**src/rtl/cpu_pkg.sv**
```systemverilog
// ---------------------------------------------------------------------------
// cpu_pkg
// Definitions shared by the CPU control blocks.
//   - COND_EQ..COND_NV : 4-bit branch condition codes
//   - FLAG_Z/C/N/V     : bit positions inside the 4-bit flags word {Z,C,N,V}
//   - pack_flags()     : builds a flags word from the individual ALU flags
// No ports (package).
// ---------------------------------------------------------------------------
package cpu_pkg;

  localparam logic [3:0] COND_EQ = 4'd0;
  localparam logic [3:0] COND_NE = 4'd1;
  localparam logic [3:0] COND_CS = 4'd2;
  localparam logic [3:0] COND_CC = 4'd3;
  localparam logic [3:0] COND_MI = 4'd4;
  localparam logic [3:0] COND_PL = 4'd5;
  localparam logic [3:0] COND_VS = 4'd6;
  localparam logic [3:0] COND_VC = 4'd7;
  localparam logic [3:0] COND_HI = 4'd8;
  localparam logic [3:0] COND_LS = 4'd9;
  localparam logic [3:0] COND_GE = 4'd10;
  localparam logic [3:0] COND_LT = 4'd11;
  localparam logic [3:0] COND_GT = 4'd12;
  localparam logic [3:0] COND_LE = 4'd13;
  localparam logic [3:0] COND_AL = 4'd14;
  localparam logic [3:0] COND_NV = 4'd15;

  localparam int FLAG_Z = 3;
  localparam int FLAG_C = 2;
  localparam int FLAG_N = 1;
  localparam int FLAG_V = 0;

  // Places the individual ALU flags at their architectural bit positions.
  function automatic logic [3:0] pack_flags(input logic z, input logic c,
                                            input logic n, input logic v);
    logic [3:0] f;
    f         = 4'b0000;
    f[FLAG_Z] = z;
    f[FLAG_C] = c;
    f[FLAG_N] = n;
    f[FLAG_V] = v;
    return f;
  endfunction

endpackage

```
**src/rtl/flag_unit_if.sv**
```systemverilog
// ---------------------------------------------------------------------------
// flag_unit_if
// Bundles everything exchanged between the flag unit and the CPU core.
//   master : drives ALU flags, condition requests and stack push/pop
//   slave  : the flag unit; returns take/take_valid, flags, stack status
// Parameter CNT_W : width of the stack depth counter.
// ---------------------------------------------------------------------------
interface flag_unit_if #(parameter int CNT_W = 5);

  logic             flags_we;
  logic             fz_in;
  logic             fc_in;
  logic             fn_in;
  logic             fv_in;
  logic [3:0]       cond;
  logic             cond_valid;
  logic             push;
  logic             pop;
  logic             take;
  logic             take_valid;
  logic [3:0]       flags;
  logic [CNT_W-1:0] depth;
  logic             stk_full;
  logic             stk_empty;
  logic             stk_err;

  modport master (
    output flags_we, fz_in, fc_in, fn_in, fv_in, cond, cond_valid, push, pop,
    input  take, take_valid, flags, depth, stk_full, stk_empty, stk_err
  );

  modport slave (
    input  flags_we, fz_in, fc_in, fn_in, fv_in, cond, cond_valid, push, pop,
    output take, take_valid, flags, depth, stk_full, stk_empty, stk_err
  );

endinterface

```
**src/rtl/flag_unit_cond_eval.sv**
```systemverilog
// ---------------------------------------------------------------------------
// cond_eval
// Purely combinational branch-condition evaluator.
//   cond   (in, 4)  : condition code COND_EQ..COND_NV
//   flags  (in, 4)  : flags word {Z,C,N,V}
//   result (out, 1) : 1 when the condition holds
// ---------------------------------------------------------------------------
module cond_eval
  import cpu_pkg::*;
(
  input  logic [3:0] cond,
  input  logic [3:0] flags,
  output logic       result
);

  logic z, c, n, v;

  assign z = flags[FLAG_Z];
  assign c = flags[FLAG_C];
  assign n = flags[FLAG_N];
  assign v = flags[FLAG_V];

  // C is a borrow after SUB, so "unsigned higher" needs C clear as well as Z.
  always_comb begin
    result = 1'b0;
    case (cond)
      COND_EQ: result = z;
      COND_NE: result = ~z;
      COND_CS: result = c;
      COND_CC: result = ~c;
      COND_MI: result = n;
      COND_PL: result = ~n;
      COND_VS: result = v;
      COND_VC: result = ~v;
      COND_HI: result = ~c & ~z;
      COND_LS: result = c | z;
      COND_GE: result = ~(n ^ v);
      COND_LT: result = n ^ v;
      COND_GT: result = ~z & ~(n ^ v);
      COND_LE: result = z | (n ^ v);
      COND_AL: result = 1'b1;
      COND_NV: result = 1'b0;
      default: result = 1'b0;
    endcase
  end

endmodule

```
**src/rtl/flag_unit.sv**
```systemverilog
// ---------------------------------------------------------------------------
// flag_unit
// Architectural Z/C/N/V flags register, registered branch-condition
// evaluation and a small LIFO flag-save stack for interrupt entry/return.
//   clk  (in)        : clock, all state changes on the rising edge
//   rst  (in)        : synchronous active-high reset, beats every other input
//   bus  (slave)     : flags_we, fz/fc/fn/fv_in, cond, cond_valid, push, pop in;
//                      take, take_valid, flags, depth, stk_full, stk_empty,
//                      stk_err out
// Parameters: STACK_DEPTH (2..16) save entries, CNT_W depth counter width.
// Build option: define FLAG_FWD_EN to evaluate a condition against the ALU
// flags being written in the same cycle (never against a popped value).
// ---------------------------------------------------------------------------
module flag_unit
  import cpu_pkg::*;
#(
  parameter int STACK_DEPTH = 4,
  parameter int CNT_W       = 5
)(
  input logic        clk,
  input logic        rst,
  flag_unit_if.slave bus
);

  localparam int IDX_W = $clog2(STACK_DEPTH);

  logic [3:0]       flags_q;
  logic [3:0]       alu_flags;
  logic [3:0]       eval_flags;
  logic [3:0]       top_entry;
  logic [CNT_W-1:0] depth_q;
  logic [CNT_W-1:0] depth_m1;
  logic [3:0]       stack_mem [STACK_DEPTH];
  logic             full;
  logic             empty;
  logic             push_ok;
  logic             pop_ok;
  logic             err_set;
  logic             cond_result;
  logic             take_q;
  logic             take_valid_q;
  logic             err_q;

  assign alu_flags = pack_flags(bus.fz_in, bus.fc_in, bus.fn_in, bus.fv_in);
  assign full      = (depth_q == CNT_W'(STACK_DEPTH));
  assign empty     = (depth_q == '0);
  assign depth_m1  = depth_q - CNT_W'(1);
  assign top_entry = stack_mem[depth_m1[IDX_W-1:0]];

  // A simultaneous push and pop is treated as a programming error and
  // neither operation takes effect.
  assign push_ok = bus.push & ~bus.pop & ~full;
  assign pop_ok  = bus.pop & ~bus.push & ~empty;
  assign err_set = (bus.push & bus.pop) | (bus.push & full) | (bus.pop & empty);

`ifdef FLAG_FWD_EN
  assign eval_flags = (bus.flags_we & ~bus.pop) ? alu_flags : flags_q;
`else
  assign eval_flags = flags_q;
`endif

  cond_eval u_cond_eval (
    .cond   (bus.cond),
    .flags  (eval_flags),
    .result (cond_result)
  );

  always_ff @(posedge clk) begin
    if (rst) begin
      flags_q      <= 4'b0000;
      depth_q      <= '0;
      err_q        <= 1'b0;
      take_q       <= 1'b0;
      take_valid_q <= 1'b0;
    end else begin
      if (pop_ok) begin
        flags_q <= top_entry;
      end else if (bus.flags_we) begin
        flags_q <= alu_flags;
      end
      if (push_ok) begin
        depth_q <= depth_q + CNT_W'(1);
      end else if (pop_ok) begin
        depth_q <= depth_m1;
      end
      if (err_set) begin
        err_q <= 1'b1;
      end
      take_valid_q <= bus.cond_valid;
      if (bus.cond_valid) begin
        take_q <= cond_result;
      end
    end
  end

  // Stack storage has no reset; a push saves the pre-edge flags so a
  // same-cycle flags_we makes the new value live while the old one is kept.
  always_ff @(posedge clk) begin
    if (!rst && push_ok) begin
      stack_mem[depth_q[IDX_W-1:0]] <= flags_q;
    end
  end

  assign bus.flags      = flags_q;
  assign bus.depth      = depth_q;
  assign bus.stk_full   = full;
  assign bus.stk_empty  = empty;
  assign bus.stk_err    = err_q;
  assign bus.take       = take_q;
  assign bus.take_valid = take_valid_q;

endmodule

```
**src/flat_wrapper.sv**
```systemverilog
// flat-port wrapper written by rule: the top's interface ports become plain ports
module flag_unit_flat import cpu_pkg::*;
#(
  parameter int STACK_DEPTH = 4,
  parameter int CNT_W       = 5
)
  (clk, rst, bus_flags_we, bus_fz_in, bus_fc_in, bus_fn_in, bus_fv_in, bus_cond, bus_cond_valid, bus_push, bus_pop, bus_take, bus_take_valid, bus_flags, bus_depth, bus_stk_full, bus_stk_empty, bus_stk_err);
  flag_unit_if #(.CNT_W(CNT_W)) bus_i ();
  input logic clk;
  input logic rst;
  input wire logic [$bits(bus_i.flags_we)-1:0] bus_flags_we;
  input wire logic [$bits(bus_i.fz_in)-1:0] bus_fz_in;
  input wire logic [$bits(bus_i.fc_in)-1:0] bus_fc_in;
  input wire logic [$bits(bus_i.fn_in)-1:0] bus_fn_in;
  input wire logic [$bits(bus_i.fv_in)-1:0] bus_fv_in;
  input wire logic [$bits(bus_i.cond)-1:0] bus_cond;
  input wire logic [$bits(bus_i.cond_valid)-1:0] bus_cond_valid;
  input wire logic [$bits(bus_i.push)-1:0] bus_push;
  input wire logic [$bits(bus_i.pop)-1:0] bus_pop;
  output wire logic [$bits(bus_i.take)-1:0] bus_take;
  output wire logic [$bits(bus_i.take_valid)-1:0] bus_take_valid;
  output wire logic [$bits(bus_i.flags)-1:0] bus_flags;
  output wire logic [$bits(bus_i.depth)-1:0] bus_depth;
  output wire logic [$bits(bus_i.stk_full)-1:0] bus_stk_full;
  output wire logic [$bits(bus_i.stk_empty)-1:0] bus_stk_empty;
  output wire logic [$bits(bus_i.stk_err)-1:0] bus_stk_err;
  assign bus_i.flags_we = bus_flags_we;
  assign bus_i.fz_in = bus_fz_in;
  assign bus_i.fc_in = bus_fc_in;
  assign bus_i.fn_in = bus_fn_in;
  assign bus_i.fv_in = bus_fv_in;
  assign bus_i.cond = bus_cond;
  assign bus_i.cond_valid = bus_cond_valid;
  assign bus_i.push = bus_push;
  assign bus_i.pop = bus_pop;
  assign bus_take = bus_i.take;
  assign bus_take_valid = bus_i.take_valid;
  assign bus_flags = bus_i.flags;
  assign bus_depth = bus_i.depth;
  assign bus_stk_full = bus_i.stk_full;
  assign bus_stk_empty = bus_i.stk_empty;
  assign bus_stk_err = bus_i.stk_err;
  flag_unit #(.STACK_DEPTH(STACK_DEPTH), .CNT_W(CNT_W)) u_core (.clk(clk), .rst(rst), .bus(bus_i));
endmodule
```
**config.mk**
```make
export PLATFORM = sky130hd
export DESIGN_NAME = flag_unit_flat
export DESIGN_NICKNAME = d
export VERILOG_FILES = /design/src/rtl/cpu_pkg.sv /design/src/rtl/flag_unit_if.sv /design/src/rtl/flag_unit_cond_eval.sv /design/src/rtl/flag_unit.sv /design/src/flat_wrapper.sv
export SDC_FILE = /design/constraint.sdc
export NUM_CORES = 1
export LEC_CHECK = 0
export CAP_MARGIN = 20
export CORE_ASPECT_RATIO = 1.5
export CORE_MARGIN = 2
export CORE_UTILIZATION = 50
export CTS_CLUSTER_DIAMETER = 100
export DETAILED_ROUTE_END_ITERATION = 7
export PLACE_DENSITY = 0.76
export SLEW_MARGIN = 20
export SYNTH_ARGS = -nofsm -noshare
export SYNTH_HDL_FRONTEND = slang
export SYNTH_SLANG_ARGS = --single-unit
```
**constraint.sdc**
```tcl
create_clock -name clk -period 2.55 [get_ports clk]
set_input_delay 0.3825 -clock clk [delete_from_list [all_inputs] [get_ports clk]]
set_output_delay 0.3825 -clock clk [all_outputs]
set_load 0.02 [all_outputs]
```
# After elaboration in Yosys (flattened, before gate mapping)

Memories as Yosys holds them, arrays and structs flattened.
Cells that the tools add are included.

Input port bits: 14
RAM bits: 16
Memories: 1
Register bits: 12
Word-level logic and storage cells: 60
Output and inout bits: 14

$add $sub $neg: 2
Eq/ne operators: 16
Multiplexer cells: 7
Reduce and logical (&&, ||, !) cells: 6
Bitwise operators: 23

Memory list:

| name             | depth | bits a word | rd ports | clocked after memory_dff | wr ports | line            | text |
|---|---|---|---|---|---|---|---|
| u_core.stack_mem | 4     | 4           | 1        | 0                        | 1        | flag_unit.sv:33 | `logic [3:0] stack_mem [STACK_DEPTH];` |

Operators by type and width:

| operator                                                               | count |
|---|---|
| 4-bit equality test (second input constant)                            | 8 |
| 4-bit by 3-bit equality test with 1-bit output (second input constant) | 4 |
| 1-bit one-hot mux with 16 select lines                                 | 1 |
| 5-bit 2-to-1 mux                                                       | 2 |
| 1-bit bitwise AND                                                      | 9 |
| 1-bit inverter                                                         | 9 |
| 4-bit by 2-bit equality test with 1-bit output (second input constant) | 2 |
| 4-bit 2-to-1 mux                                                       | 2 |
| 5-bit by 1-bit adder with 5-bit output (second input constant)         | 1 |
| 5-bit by 3-bit equality test with 1-bit output (second input constant) | 1 |
| 5-bit logical NOT                                                      | 1 |
| 5-bit by 1-bit subtractor with 5-bit output (second input constant)    | 1 |
| 4-bit by 1-bit equality test with 1-bit output (second input constant) | 1 |
| 4-bit logical NOT                                                      | 1 |
| 1-bit OR                                                               | 4 |
| 2-bit nonzero test                                                     | 2 |
| 1-bit 2-to-1 mux                                                       | 2 |
| 1-bit logical AND                                                      | 1 |
| 1-bit logical NOT                                                      | 1 |
| 1-bit bitwise XOR                                                      | 1 |

# Longest topological paths before layout

Depth after elaboration: 6
Gate-level depth with buffers: 9
Gate-level depth less buffers: 7

# Modules after synthesis

Synthesis repeated with hierarchy kept, for this count alone.

Cell total of the unflattened synthesis: 120
Area, all modules: 1467.7 um2

By module, submodules not included:

| module    | cells each | area an instance (um2) | instances | sequential area each (um2) |
|---|---|---|---|---|
| flag_unit | 97         | 1297.5                 | 1         | 720.7 |
| cond_eval | 23         | 170.2                  | 1         | 0.0 |

# Least setup slack after synthesis

OpenSTA, ideal clock, no wires.

Kind: flip-flop to flip-flop
From: reg u_core.depth_q[0], in the netlist u_core.bus.depth[0]
To: mem u_core.stack_mem[0][0], enable pin
Library setup time: 0.309 ns
Path buffers: 1
Required time: 2.241 ns
Setup slack: 0.153 ns
Data arrival time: 2.088 ns
Stages on the path, launching flop included: 9
Path through: dfxtp_1 -> buf_2 -> inv_1 -> ha_1 -> nor3b_1 -> and2_1 -> or2_2 -> nor2_1 -> and2_1

Word-level cells in the longest chain between the ends: 6

Ends and longest elaborated chain:

| what                                           | line               | text |
|---|---|---|
| start: declaration                             | flag_unit.sv:31    | `logic [CNT_W-1:0] depth_q;` |
| start signal: assignment                       | flag_unit.sv:82    | `depth_q <= depth_q + CNT_W'(1);` |
| start signal: assignment                       | flag_unit.sv:84    | `depth_q <= depth_m1;` |
| 5-bit by 3-bit equality test with 1-bit output | flag_unit.sv:45    | `assign full = (depth_q == CNT_W'(STACK_DEPTH));` |
| named net bus_stk_full                         | flat_wrapper.sv:24 | `output wire logic [$bits(bus_i.stk_full)-1:0] bus_stk_full;` |
| 1-bit inverter                                 | flag_unit.sv:52    | `assign push_ok = bus.push & ~bus.pop & ~full;` |
| 1-bit bitwise AND                              | flag_unit.sv:52    |  |
| 1-bit logical AND                              | flag_unit.sv:99    | `if (!rst && push_ok) begin` |
| 1-bit 2-to-1 mux                               | flag_unit.sv:99    |  |
| 1-bit 2-to-1 mux (not written as such)         | flag_unit.sv:100   | `stack_mem[depth_q[IDX_W-1:0]] <= flags_q;` |
| end: declaration                               | flag_unit.sv:33    |  |

The timed path passes the listed nets, and every way through them passes these cells.

# Worst setup path in the final report

From: reg u_core.depth_q[1], in the netlist u_core.bus.depth[1]
To: out bus_stk_full

Word-level cells in the longest chain between the ends: 1

Ends and longest elaborated chain:

| what                                           | line |
|---|---|
| 5-bit by 3-bit equality test with 1-bit output | flag_unit.sv:45 |
| end: declaration                               | flat_wrapper.sv:24 |

No other way between the ends.

==> impl_results.html <==
<table>
<tr><th>Metric</th><th>Value</th></tr>
<tr><th colspan="2">Pwr</th></tr>
<tr><td>VDD IR max</td><td>0.0006399 V</td></tr>
<tr><td>Leakage component of the power</td><td>0.0006047 uW</td></tr>
<tr><td>Cell area power density</td><td>820.5 nW/um^2</td></tr>
<tr><th colspan="2">Synthesis</th></tr>
<tr><td>Post-synthesis instance total</td><td>113</td></tr>
<tr><td>Biggest area contributors in the synthesized netlist</td><td>edfxtp_1, dfxtp_1, mux4_2</td></tr>
<tr><td>Count of flip-flops with a built-in enable after synthesis</td><td>16</td></tr>
<tr><td>Proportion of netlist area held by the largest area contributor</td><td>0.3516</td></tr>
<tr><td>Commonest cells post-synth</td><td>edfxtp_1, nor2_1, dfxtp_1</td></tr>
<tr><td>Synth warn</td><td>0</td></tr>
<tr><td>Main flop type after synthesis</td><td>edfxtp_1</td></tr>
<tr><td>Proportion of synthesized chip area in sequential cells</td><td>0.5275</td></tr>
<tr><td>Most instantiated library cell after synthesis</td><td>edfxtp_1</td></tr>
<tr><td>Mean cell area of the mapped netlist</td><td>12.09 um^2</td></tr>
<tr><td>Post-synthesis sequential element count</td><td>28</td></tr>
<tr><td>Mapped Nets</td><td>132</td></tr>
<tr><td>Dominant cell type by area after synthesis</td><td>edfxtp_1</td></tr>
<tr><td>Count of distinct cell types in the synthesized netlist</td><td>36</td></tr>
<tr><td>Total standard cell area after synthesis</td><td>1366 um^2</td></tr>
<tr><td>Share of synthesized flip-flops with an asynchronous set or reset</td><td>0</td></tr>
<tr><th colspan="2">Floorplan</th></tr>
<tr><td>Full die area</td><td>3175 um^2</td></tr>
<tr><td>Effective utilization at floorplan</td><td>0.5161</td></tr>
<tr><td>Area inside the core boundary</td><td>2648 um^2</td></tr>
<tr><td>X dimension of the die</td><td>46.68 um</td></tr>
<tr><td># rows</td><td>23</td></tr>
<tr><td>Die Y-Extent</td><td>68.02 um</td></tr>
<tr><td>Number of ports placed on the die boundary</td><td>28</td></tr>
<tr><th colspan="2">Clock tree</th></tr>
<tr><td>Num Clock Sinks</td><td>28</td></tr>
<tr><td>Number of buffers inserted by post-CTS setup repair</td><td>0</td></tr>
<tr><td>Clock tree from TritonCTS</td><td>built</td></tr>
<tr><td>Worst skew pair latency</td><td>0.26 ns</td></tr>
<tr><td>Hold-fix buffers, CTS</td><td>0</td></tr>
<tr><td>Number of CTS-inserted buffers</td><td>3</td></tr>
<tr><td>Master cell of the clock root buffer</td><td>clkbuf_8</td></tr>
<tr><td>Number of instances resized during post-cts repair</td><td>0</td></tr>
<tr><td>Maximum buffer depth of the clock tree</td><td>2</td></tr>
<tr><td>Clock transition time at the flip-flop clock pins of the worst setup and hold paths</td><td>0.08 ns</td></tr>
<tr><td>H-tree levels</td><td>1</td></tr>
<tr><th colspan="2">Global route</th></tr>
<tr><td>Largest net degree at the start of global routing</td><td>16</td></tr>
<tr><td>Via count of the first global-routing pass</td><td>986</td></tr>
<tr><td>First-pass GRT wire length</td><td>4.526 mm</td></tr>
<tr><td>Overall routing resource usage</td><td>0.2012</td></tr>
<tr><td>Grt ovf</td><td>0</td></tr>
<tr><td>Antenna violations before repair</td><td>0</td></tr>
<tr><th colspan="2">Worst hold path</th></tr>
<tr><td>Path type of the worst min-delay path</td><td>reg2reg</td></tr>
<tr><td>Endpoint, Worst Hold</td><td>u_core.bus.stk_err$_SDFFE_PP0P_</td></tr>
<tr><td>Worst Hold Path Cells</td><td>2</td></tr>
<tr><td>Worst min-delay path startpoint</td><td>u_core.bus.stk_err$_SDFFE_PP0P_</td></tr>
<tr><th colspan="2">Routing</th></tr>
<tr><td>Post-route ant nets</td><td>0</td></tr>
<tr><td>First DRT Iteration DRCs</td><td>12</td></tr>
<tr><td>DRC errors left</td><td>0</td></tr>
<tr><td>Routed wire length</td><td>2.767 mm</td></tr>
<tr><td>First-pass DRT Iterations</td><td>3</td></tr>
<tr><td>Total via count after detailed routing</td><td>989</td></tr>
<tr><td>Via count normalized by instance count</td><td>5.556</td></tr>
<tr><td>WL/cell</td><td>15.54 um</td></tr>
<tr><th colspan="2">Timing</th></tr>
<tr><td>Clock period minus final worst setup slack</td><td>2.333 ns</td></tr>
<tr><td>Worst relative slew slack</td><td>0.5999</td></tr>
<tr><td>Setup repair after global routing missed its margin</td><td>no</td></tr>
<tr><td>Upper clock frequency limit</td><td>428.7 MHz</td></tr>
<tr><td>Setup Viol. Count Final</td><td>0</td></tr>
<tr><td>Slew Viols, Final</td><td>0</td></tr>
<tr><td>Setup TNS</td><td>0 ns</td></tr>
<tr><td>Final worst path period share</td><td>0.9148</td></tr>
<tr><td>Slew at the pin closest to its max-slew limit</td><td>0.5850 ns</td></tr>
<tr><td>Largest clock skew in the final design</td><td>0.002093 ns</td></tr>
<tr><td>Hold Vio Cnt, Final</td><td>0</td></tr>
<tr><th colspan="2">Worst setup path</th></tr>
<tr><td>Required @ worst endpoint</td><td>2.17 ns</td></tr>
<tr><td>Worst flop-to-flop path endpoint</td><td>u_core.bus.depth[3]$_SDFFE_PP0P_</td></tr>
<tr><td>Start of the worst register-to-register path</td><td>u_core.bus.depth[1]$_SDFFE_PP0P_</td></tr>
<tr><td>Endpoint class of the critical path</td><td>primary output</td></tr>
<tr><td>Maximum fanout along the worst path</td><td>6</td></tr>
<tr><td>Slack of the worst reg-to-reg path</td><td>0.33 ns</td></tr>
<tr><td>CP arrival</td><td>1.95 ns</td></tr>
<tr><td>Worst setup path category</td><td>reg2out</td></tr>
<tr><td>Worst reg-to-reg path cell count</td><td>7</td></tr>
<tr><td>Crit path launch type</td><td>flop</td></tr>
<tr><th colspan="2">Placed design</th></tr>
<tr><td>Half-perimeter wire length after detailed placement</td><td>2.204 mm</td></tr>
<tr><td>Final weighted congestion in routability-driven placement</td><td>0.7714</td></tr>
<tr><td># port buffers</td><td>27</td></tr>
<tr><th colspan="2">Flow run</th></tr>
<tr><td>Max-Cap Viols</td><td>0</td></tr>
<tr><th colspan="2">Layout</th></tr>
<tr><td>Area growth, synth to finish</td><td>26.56%</td></tr>
<tr><td>Final net count</td><td>161</td></tr>
<tr><td>Number of diodes added for antenna fixing</td><td>0</td></tr>
<tr><td>Utilization of the core after routing</td><td>0.6531</td></tr>
<tr><td>Ratio of cells with drive above 1 in the final layout</td><td>0.1135</td></tr>
<tr><th colspan="2">Status</th></tr>
<tr><td>Result of the run</td><td>finished clean</td></tr>
</table>
## flip-flops by register name, indices dropped and copies added (netlist names)
register               flops
u_core.bus.depth           5
u_core.bus.flags           4
u_core.bus.stk_err         1
u_core.bus.take            1
u_core.bus.take_valid      1
u_core.stack_mem          16
## per-stage QoR
stage	total power, uW	std cells	setup WS, ns	hold slack (ns)	instance area (um^2)
global route	1512	178	0.03951	0.5580	1729
floorplan	962.0	113	0.1534	0.4541	1366
CTS	1425	178	0.1147	0.5011	1724
finish	1419	178	0.2173	0.4993	1729
detailed placement	1201	174	0.2713	0.4850	1679
global placement	1179	174	0.3418	0.4738	1679
## per-layer routing
layer	GRT usage	wire, um	share of wire	vias to the layer above
met3	0.02902	109	0.039	6
met4	0.05556	45	0.016	0
met5	0	0	0	-
met2	0.3924	1558	0.56	24
li1	-	-	-	477
met1	0.2133	1053	0.38	482
## cell type report
cell class                      instances  area, um^2
Clock buffer                            3       41.29
Clock inverter                          1       3.754
Fill cell                             231       918.4
Inverter                                4       15.01
Multi-Input combinational cell         75       609.3
Sequential cell                        28       720.7
Tap cell                               37       46.29
Timing Repair Buffer                   30       292.8
## power breakdown
part / internal (uW) / total [uW] / switching, uW / leakage (uW)
Sequential: 539 / 608 / 69.1 / 0.000246
Clock: 108 / 227 / 120 / 0.0000231
Combinational: 292 / 583 / 291 / 0.000335
## worst max-delay path: stages, from the launching register on
cell and delay [ns]:
dfxtp_1 0.37, inv_1 0.13, ha_1 0.20, nor3b_2 0.22, and2_1 0.17, clkdlybuf4s50_1 0.60
## layout by cell type (no fill, tap or decap), drive strengths merged, types with 2 or more instances in the layout
master / n
clkdlybuf4s50: 27
edfxtp: 16
nor2: 14
dfxtp: 12
and2: 5
mux2i: 5
ha: 5
inv: 4
nand2: 4
mux4: 4
a211oi: 4
a21oi: 4
xnor2: 3
clkbuf: 3
buf: 3
nand2b: 2
nand3b: 2
or4: 2
xor2: 2
nor4: 2
nor3b: 2
## worst max path at each step
stage                                     start                               end  slack, ns
2_1_floorplan  u_core.bus.depth[0]$_SDFFE_PP0P_  u_core.stack_mem[0][0]$_DFFE_PP_       0.15
3_3_place_gp                        bus_cond[1]      u_core.bus.take$_SDFFE_PP0P_       0.34
3_5_place_dp                        bus_cond[2]      u_core.bus.take$_SDFFE_PP0P_       0.27
4_1_cts        u_core.bus.depth[1]$_SDFFE_PP0P_                      bus_stk_full       0.11
5_1_grt        u_core.bus.depth[1]$_SDFFE_PP0P_                      bus_stk_full       0.04
6_report       u_core.bus.depth[1]$_SDFFE_PP0P_                      bus_stk_full       0.22
## cell families (layout without fill, tap and decap cells)
group                      after synthesis  count (layout)  share of synthesized area
adders and majority gates                5               5                    0.04579
buffers and inverters                   10              38                    0.03021
and+or+nand+nor                         38              38                     0.1538
DFF                                     28              28                     0.5275
muxes                                   10              10                     0.1108
xor gates and xnor gates                 5               5                    0.03206
AOI/OAI and AO/OA                       17              17                    0.09983
Power figures use the tool's default switching activity.
